$ cat config.mk
export PLATFORM = sky130hd
export DESIGN_NAME = spi_slave
export DESIGN_NICKNAME = d
export VERILOG_FILES = /design/src/rtl/spi_slave.sv
export SDC_FILE = /design/constraint.sdc
export NUM_CORES = 1
export LEC_CHECK = 0
export CAP_MARGIN = 0
export CORE_UTILIZATION = 35
export DETAILED_ROUTE_END_ITERATION = 16
export MAX_ROUTING_LAYER = met4
export PLACE_DENSITY = 0.52
export SLEW_MARGIN = 25
export SYNTH_ARGS = -nofsm -noshare
export SYNTH_HDL_FRONTEND = slang
export SYNTH_SLANG_ARGS = --single-unit
$ cat constraint.sdc
create_clock -name raw_clk -period 2 [get_ports raw_clk]
set_input_delay 0.3 -clock raw_clk [delete_from_list [all_inputs] [get_ports raw_clk]]
set_output_delay 0.3 -clock raw_clk [all_outputs]
set_load 0.01 [all_outputs]
$ cat src/rtl/spi_slave.sv
// SPI mode-0 responder (CPOL=0, CPHA=0, MSB first) clocked entirely by raw_clk.
// Exchanges 8- or 16-bit words through a one-deep transmit holding register.
module spi_slave #(
    parameter int SYNC_STAGES = 2
) (
    input  logic        raw_clk,
    input  logic        reset,
    input  logic        width_16,
    input  logic [15:0] tx_data,
    input  logic        tx_load,
    output logic        tx_pending,
    output logic [15:0] rx_data,
    output logic        rx_ready,
    input  logic        rx_ack,
    output logic        overrun,
    output logic        underrun,
    output logic        busy,
    input  logic        spi_sclk,
    input  logic        spi_mosi,
    input  logic        spi_cs_n,
    output logic        spi_miso,
    output logic        spi_miso_oe
);

    typedef enum logic [1:0] {
        IDLE      = 2'd0,
        ACTIVE    = 2'd1,
        WAIT_HIGH = 2'd2
    } state_t;

    localparam logic [4:0] SETTLE_CYCLES = 5'(SYNC_STAGES + 1);

    state_t                 state;
    logic [SYNC_STAGES-1:0] sclk_sync;
    logic [SYNC_STAGES-1:0] mosi_sync;
    logic [SYNC_STAGES-1:0] cs_sync;
    logic                   sclk_d;
    logic                   cs_d;
    logic                   frame_16;
    logic [4:0]             bit_cnt;
    logic [15:0]            rx_shift;
    logic [15:0]            tx_shift;
    logic [15:0]            tx_hold;
    logic                   start_pend;

    logic        sclk_s, mosi_s, cs_s;
    logic        sclk_rise, sclk_fall, cs_rise, cs_fall;
    logic [15:0] rx_word;
    logic [4:0]  bit_cnt_next;
    logic        word_done;
    logic        word_start;

    assign sclk_s    = sclk_sync[SYNC_STAGES-1];
    assign mosi_s    = mosi_sync[SYNC_STAGES-1];
    assign cs_s      = cs_sync[SYNC_STAGES-1];
    assign sclk_rise = sclk_s & ~sclk_d;
    assign sclk_fall = ~sclk_s & sclk_d;
    assign cs_rise   = cs_s & ~cs_d;
    assign cs_fall   = ~cs_s & cs_d;

    always_comb begin
        rx_word      = {rx_shift[14:0], mosi_s};
        bit_cnt_next = bit_cnt + 5'd1;
        word_done    = (state == ACTIVE) && !cs_rise && sclk_rise &&
                       (bit_cnt_next == (frame_16 ? 5'd16 : 5'd8));
        // A cs_n rise takes priority, so the trailing sclk fall of a frame starts no word.
        word_start   = ((state == IDLE) && cs_fall) ||
                       ((state == ACTIVE) && !cs_rise && start_pend && sclk_fall);
    end

    assign spi_miso_oe = busy;
    assign spi_miso    = busy & (frame_16 ? tx_shift[15] : tx_shift[7]);

    // NOTE: every register here is updated with <= so all reads see pre-edge values.
    always_ff @(posedge raw_clk) begin
        if (reset) begin
            state      <= WAIT_HIGH;
            sclk_sync  <= '0;
            mosi_sync  <= '0;
            cs_sync    <= '1;
            sclk_d     <= 1'b0;
            cs_d       <= 1'b1;
            frame_16   <= 1'b0;
            bit_cnt    <= '0;
            rx_shift   <= '0;
            tx_shift   <= '0;
            tx_hold    <= '0;
            start_pend <= 1'b0;
            rx_data    <= '0;
            rx_ready   <= 1'b0;
            overrun    <= 1'b0;
            underrun   <= 1'b0;
            tx_pending <= 1'b0;
            busy       <= 1'b0;
        end else begin
            sclk_sync <= {sclk_sync[SYNC_STAGES-2:0], spi_sclk};
            mosi_sync <= {mosi_sync[SYNC_STAGES-2:0], spi_mosi};
            cs_sync   <= {cs_sync[SYNC_STAGES-2:0], spi_cs_n};
            sclk_d    <= sclk_s;
            cs_d      <= cs_s;

            if (tx_load && !word_start) begin
                tx_hold    <= tx_data;
                tx_pending <= 1'b1;
            end
            if (tx_load) underrun <= 1'b0;
            if (rx_ack) begin
                rx_ready <= 1'b0;
                overrun  <= 1'b0;
            end

            case (state)
                // The bit counter times out the reset pattern still in the
                // synchroniser before cs_n is trusted to read high.
                WAIT_HIGH: begin
                    if (bit_cnt != SETTLE_CYCLES) begin
                        bit_cnt <= bit_cnt + 5'd1;
                    end else if (cs_s) begin
                        state   <= IDLE;
                        bit_cnt <= '0;
                    end
                end
                IDLE: begin
                    if (cs_fall) begin
                        state      <= ACTIVE;
                        busy       <= 1'b1;
                        frame_16   <= width_16;
                        bit_cnt    <= '0;
                        rx_shift   <= '0;
                        start_pend <= 1'b0;
                    end
                end
                ACTIVE: begin
                    if (cs_rise) begin
                        state      <= IDLE;
                        busy       <= 1'b0;
                        bit_cnt    <= '0;
                        rx_shift   <= '0;
                        start_pend <= 1'b0;
                    end else begin
                        if (sclk_rise) begin
                            rx_shift <= rx_word;
                            if (word_done) begin
                                bit_cnt    <= '0;
                                rx_data    <= frame_16 ? rx_word : {8'h00, rx_word[7:0]};
                                rx_ready   <= 1'b1;
                                start_pend <= 1'b1;
                                if (rx_ready && !rx_ack) overrun <= 1'b1;
                            end else begin
                                bit_cnt <= bit_cnt_next;
                            end
                        end
                        if (sclk_fall) begin
                            if (start_pend) start_pend <= 1'b0;
                            else            tx_shift   <= tx_shift << 1;
                        end
                    end
                end
                default: state <= WAIT_HIGH;
            endcase

            if (word_start) begin
                if (tx_load) begin
                    tx_shift   <= tx_data;
                    tx_pending <= 1'b0;
                end else if (tx_pending) begin
                    tx_shift   <= tx_hold;
                    tx_pending <= 1'b0;
                end else begin
                    tx_shift <= '0;
                    underrun <= 1'b1;
                end
            end
        end
    end

endmodule

Yosys cells after proc, flatten, opt, wreduce, memory -nomap -nowiden --
Cells that the tools add are included. W data, S select, Z words.
Storage, ports and cells: bits in registers 85, input port bits 24, output and inout port bits 23, logic and storage cells 121
Operators by class: add/subtract/negate cells 1, equal/unequal tests 12, mux-type cells 55, bitwise gates (word level) 10, reduce and logical (&&, ||, !) cells 25
Operator list (count):
- $mux W16 | 8
- $mux W15 | 3
- $mux W5 | 7
- $pmux W15 S2 | 1
- $mux W1 | 28
- $reduce_and A4 Y1 | 4
- $pmux W5 S3 | 1
- $logic_and A1 B1 Y1 | 8
- $mux W2 | 4
- $ne A2 B2 Y1 const B | 4
- $ne A3 B3 Y1 const B | 2
- $pmux W2 S3 | 1
- $reduce_and A3 Y1 | 2
- $reduce_bool A2 Y1 | 3
- $add A5 B1 Y5 const B | 1
- $and A1 B1 Y1 | 5
- $eq A5 B5 Y1 | 1
- $ne A5 B2 Y1 const B | 1
- $not A1 Y1 | 5
- $ne A2 B1 Y1 const B | 2
- $pmux W1 S2 | 2
- $reduce_and A2 Y1 | 2
- $logic_not A1 Y1 | 3
- $reduce_bool A3 Y1 | 1
- 4 further kinds | 4

Logic depth before layout (Yosys ltp) --
depth in word-level cells 13, depth in mapped cells 9, gate-level depth less buffers 7

Worst setup path after synthesis --
No wires, ideal clock.
path type reg2reg, from register bit_cnt[0], to register bit_cnt[2], library setup time 128 ps, arrival 1712 ps, data required time 1872 ps, slack 160 ps, cell stages (with the launch flop) 8, buffers on the path 0, clock period less this slack 1840 ps, cell sequence dfxtp_1 > ha_1 > nor4b_1 > nand3b_1 > o2bb2ai_2 > and4bb_2 > a21oi_1 > nor2_1
On the way: longest elaborated chain between the ends 7, elaborated cells between the ends (all ways) 11, those cells by class add/sub (1); eq/ne (3); mux (5); reduce/logical (2)
Ends and longest elaborated chain:
- from (decl) | line 40 | logic [4:0] bit_cnt;
- from (signal assigned) | line 117 | bit_cnt <= bit_cnt + 5'd1;
- from (signal assigned) | line 150 | bit_cnt <= bit_cnt_next;
- $add A5 B1 Y5 | line 63, 117
- $eq A5 B5 Y1 | line 65 | (bit_cnt_next == (frame_16 ? 5'd16 : 5'd8));
- $logic_and A1 B1 Y1 | line 64 | word_done = (state == ACTIVE) && !cs_rise && sclk_rise &&
- $mux W5 | line 143 | if (word_done) begin
- $mux W5 | line 141 | if (sclk_rise) begin
- $mux W5 | line 134 | if (cs_rise) begin
- $pmux W5 S3 | line 112 | case (state)
Parallel ways exist; a longest one is shown, timed or not. The select of a mux whose other input is x is not followed. A chain may end at the register's enable or synchronous reset.

Worst setup path in the final report --
from register bit_cnt[1], to register overrun
On the way: longest elaborated chain between the ends 7
Ends and longest elaborated chain:
- $add A5 B1 Y5 | line 63 | bit_cnt_next = bit_cnt + 5'd1;
- $eq A5 B5 Y1 | line 65
- $logic_and A1 B1 Y1 | line 64
- $mux W1 | line 143
- $mux W1 | line 141
- $mux W1 | line 134
- $mux W1 | line 112
- to (signal assigned) | line 91 | overrun <= 1'b0;
- to (signal assigned) | line 109 | overrun <= 1'b0;
- to (signal assigned) | line 148 | if (rx_ready && !rx_ack) overrun <= 1'b1;
- to (decl) | line 15 | output logic overrun,
No other way between the ends.

==> reports/results.ini <==
[power]
power_leakage_nw=1.712
vdd_ir_drop_max_v=0.0004469
p_sw_uw=918.4
power.clock.fraction_pct=35.9
power_frac_comb_pct=12.7
p_int_mw=2.583
pwr-share-seq_pct=51.5
power_density_nw_per_um2=762.1
switching_share_pct=26.23
finalPower_mw=3.501

[synthesis]
yosysSeqAreaShare_pct=45.67
synth_edf_count=0
ys_warn_count=0
syn_area_um2=3726
synth_area_leaders=dfxtp_1 (46%), a21oi_1 (12%), nor2_1 (7.2%)
ys_seq_elements=85
ys_types=52
syn_nets=498
synth.most_common_cell=a21oi_1
ys.flop_type=dfxtp_1
synthArstFlopShare_pct=0
synth_top_area_cell=dfxtp_1
synth_common_cells=a21oi_1 (86), dfxtp_1 (85), nor2_1 (71), nand2_1 (63), nand3_1 (25)
synth_cells=472
synth_top_area_share_pct=45.67
syn_area_per_cell_um2=7.894

[worst_setup_path]
cp_cell_sequence=ha_2 > nand3_2 > xnor2_2 > and3_4 > o211a_1 > buf_6 > a31oi_1 > nor3_1
cpPeakStageDelay_ns=0.37
cp-start-kind=flop
crit_path_top_delay_cell=dfxtp_2
crit_buf_inv=1
cp.required_ns=2.23
crit_arrival_ns=2.08
end_kind=flop
timing_worst_setup_path_type=flop to flop
cp_top_family=simple AND/OR/NAND/NOR gates
worst-path-max-fanout=12

[status]
status=complete, no violations

[timing]
fmaxAchievable_mhz=538.4
worstMarginPinSlew_ns=0.5077
slew_headroom_pct=66.07
slew_viol_final=0
whs_ns=0.3189
fin_skew_ns=0.008969
rsz0062_at_grt=false
final.setup.worst_slack_ns=0.1426
hold_viol=0
setup_viol=0
finalSetupTns_ns=0
fin_crit_sh_pct=92.87
fin_crit_ns=1.857

[finish]
multi_input_area_um2=1821
layout-drive-gt1-share_pct=12.67
seq_area_um2=1703
final_util_pct=44.50
final_area_um2=4594
fillers=1066
fin_nets=542
areaGrowthSynthToFinish_pct=23.30
antennaDiodeCount=0
finalNonFillerCells=657

[die]
fp.dieH_um=105.2
fp.dieW_um=105.2
coreArea_um2=10320
initial_utilization_pct=36.09
dieArea_um2=11060
rows=37
io_pins=47

[clocking]
cts_made_buffers=9
cts_tree=yes
root_buffer=clkbuf_8
clk_pin_slew_ns=0.09
htree_levels=3
cts.sinks=85
clk_latency_ns=0.35
postCtsSetupBuffers=0
cts_buffer_depth=2

[run]
max_cap_violations=0

[drt]
drc=0
via_per_inst=4.924
wl_per_cell_um=12.25
num_vias=3235
firstDrtPassIters=4
wirelength_mm=8.048
antenna_left=0
first_iter_violations=58

[grt]
grt_max_degree=52
grt_pass1_wl_mm=13.86
track_usage_pct=15.93
grt_overflow_total=0
antenna_found_initial=0
grt_pass1_vias=2978

[place]
hpwl_mm=5.616
post-place-cells=641
port_buffers=46
dp_slack_ns=0.05909
gp_congestion=0.7812
place_area_um2=4374

[min_path]
min_path_type=input pin to flop

sequential cells by signal, indices dropped and copies added (netlist names), 2 cells and up:
register and cells:
rx_data 16, tx_hold 16, tx_shift 16, rx_shift 15, bit_cnt 5, cs_sync 2, mosi_sync 2, sclk_sync 2
state 2
cell usage in the layout, fill, tap and decap left out, drive strengths merged, types with 2 or more instances in the layout:
master	synthesis	routed
xnor2	2	2
nor3	8	8
nor4b	2	2
nand3b	2	2
clkinv	0	2
nand3	28	28
buf	13	25
inv	8	10
dfxtp	85	85
ha	2	2
clkdlybuf4s50	0	45
nand2	64	64
o21ai	7	7
clkbuf	24	10
and3	16	16
nand2b	5	5
a211oi	15	15
nor2b	7	7
or2	4	4
nor2	71	71
a21o	3	3
a21oi	88	88
routing by layer:
layer / up-vias / global-route usage (%) / part of all wire, %
met5: - / - / 0
met4: 0 / 4.527 / 0.76
met3: 7 / 3.556 / 3.3
met2: 59 / 26.17 / 47
met1: 1475 / 19.56 / 49
li1: 1694 / - / -
cells by family after synthesis:
| logic type | synth area share [%] |
|---|---|
| AND/OR/NAND/NOR | 27.20 |
| AO/OA/AOI/OAI | 19.31 |
| flip-flops | 45.67 |
| buffers and inverters | 5.708 |
| XOR/XNOR | 0.9069 |
| adder cells (fa/ha/maj) | 0.9401 |
| multiplexers | 0.2686 |
cell type report:
cell class | count | share of cell area (%)
Clock inverter | 6 | 1.498
Clock buffer | 10 | 2.996
Sequential cell | 85 | 37.06
Inverter | 8 | 0.6536
Timing Repair Buffer | 70 | 14.46
Tap cell | 136 | 3.704
Multi-Input combinational cell | 342 | 39.62
path summary, 6_finish.rpt:
path | startpoint | slack (ns) | to | cells after the start
hold / removal | reset | 0.32 | bit_cnt[2] | 2
setup / recovery | bit_cnt[1] | 0.14 | overrun | 8
setup reg to reg | bit_cnt[1] | 0.14 | overrun | 8
hold reg to reg | cs_sync[0] | 0.42 | cs_sync[1] | 1
power by group through the flow:
stage	logic [mW]	clock network, mW	registers (mW)
2_1_floorplan	0.272	0	1.83
3_3_place_gp	0.437	0	1.84
3_5_place_dp	0.444	0	1.84
4_1_cts	0.445	1.30	1.80
5_1_grt	0.498	1.38	1.81
6_report	0.444	1.26	1.80
timing repair:
item                       CTS  global route
resized for setup            0             4
hold buffers                 0             0
setup endpoints to repair    0            17
Note: power is estimated with default switching activity, not from simulation.
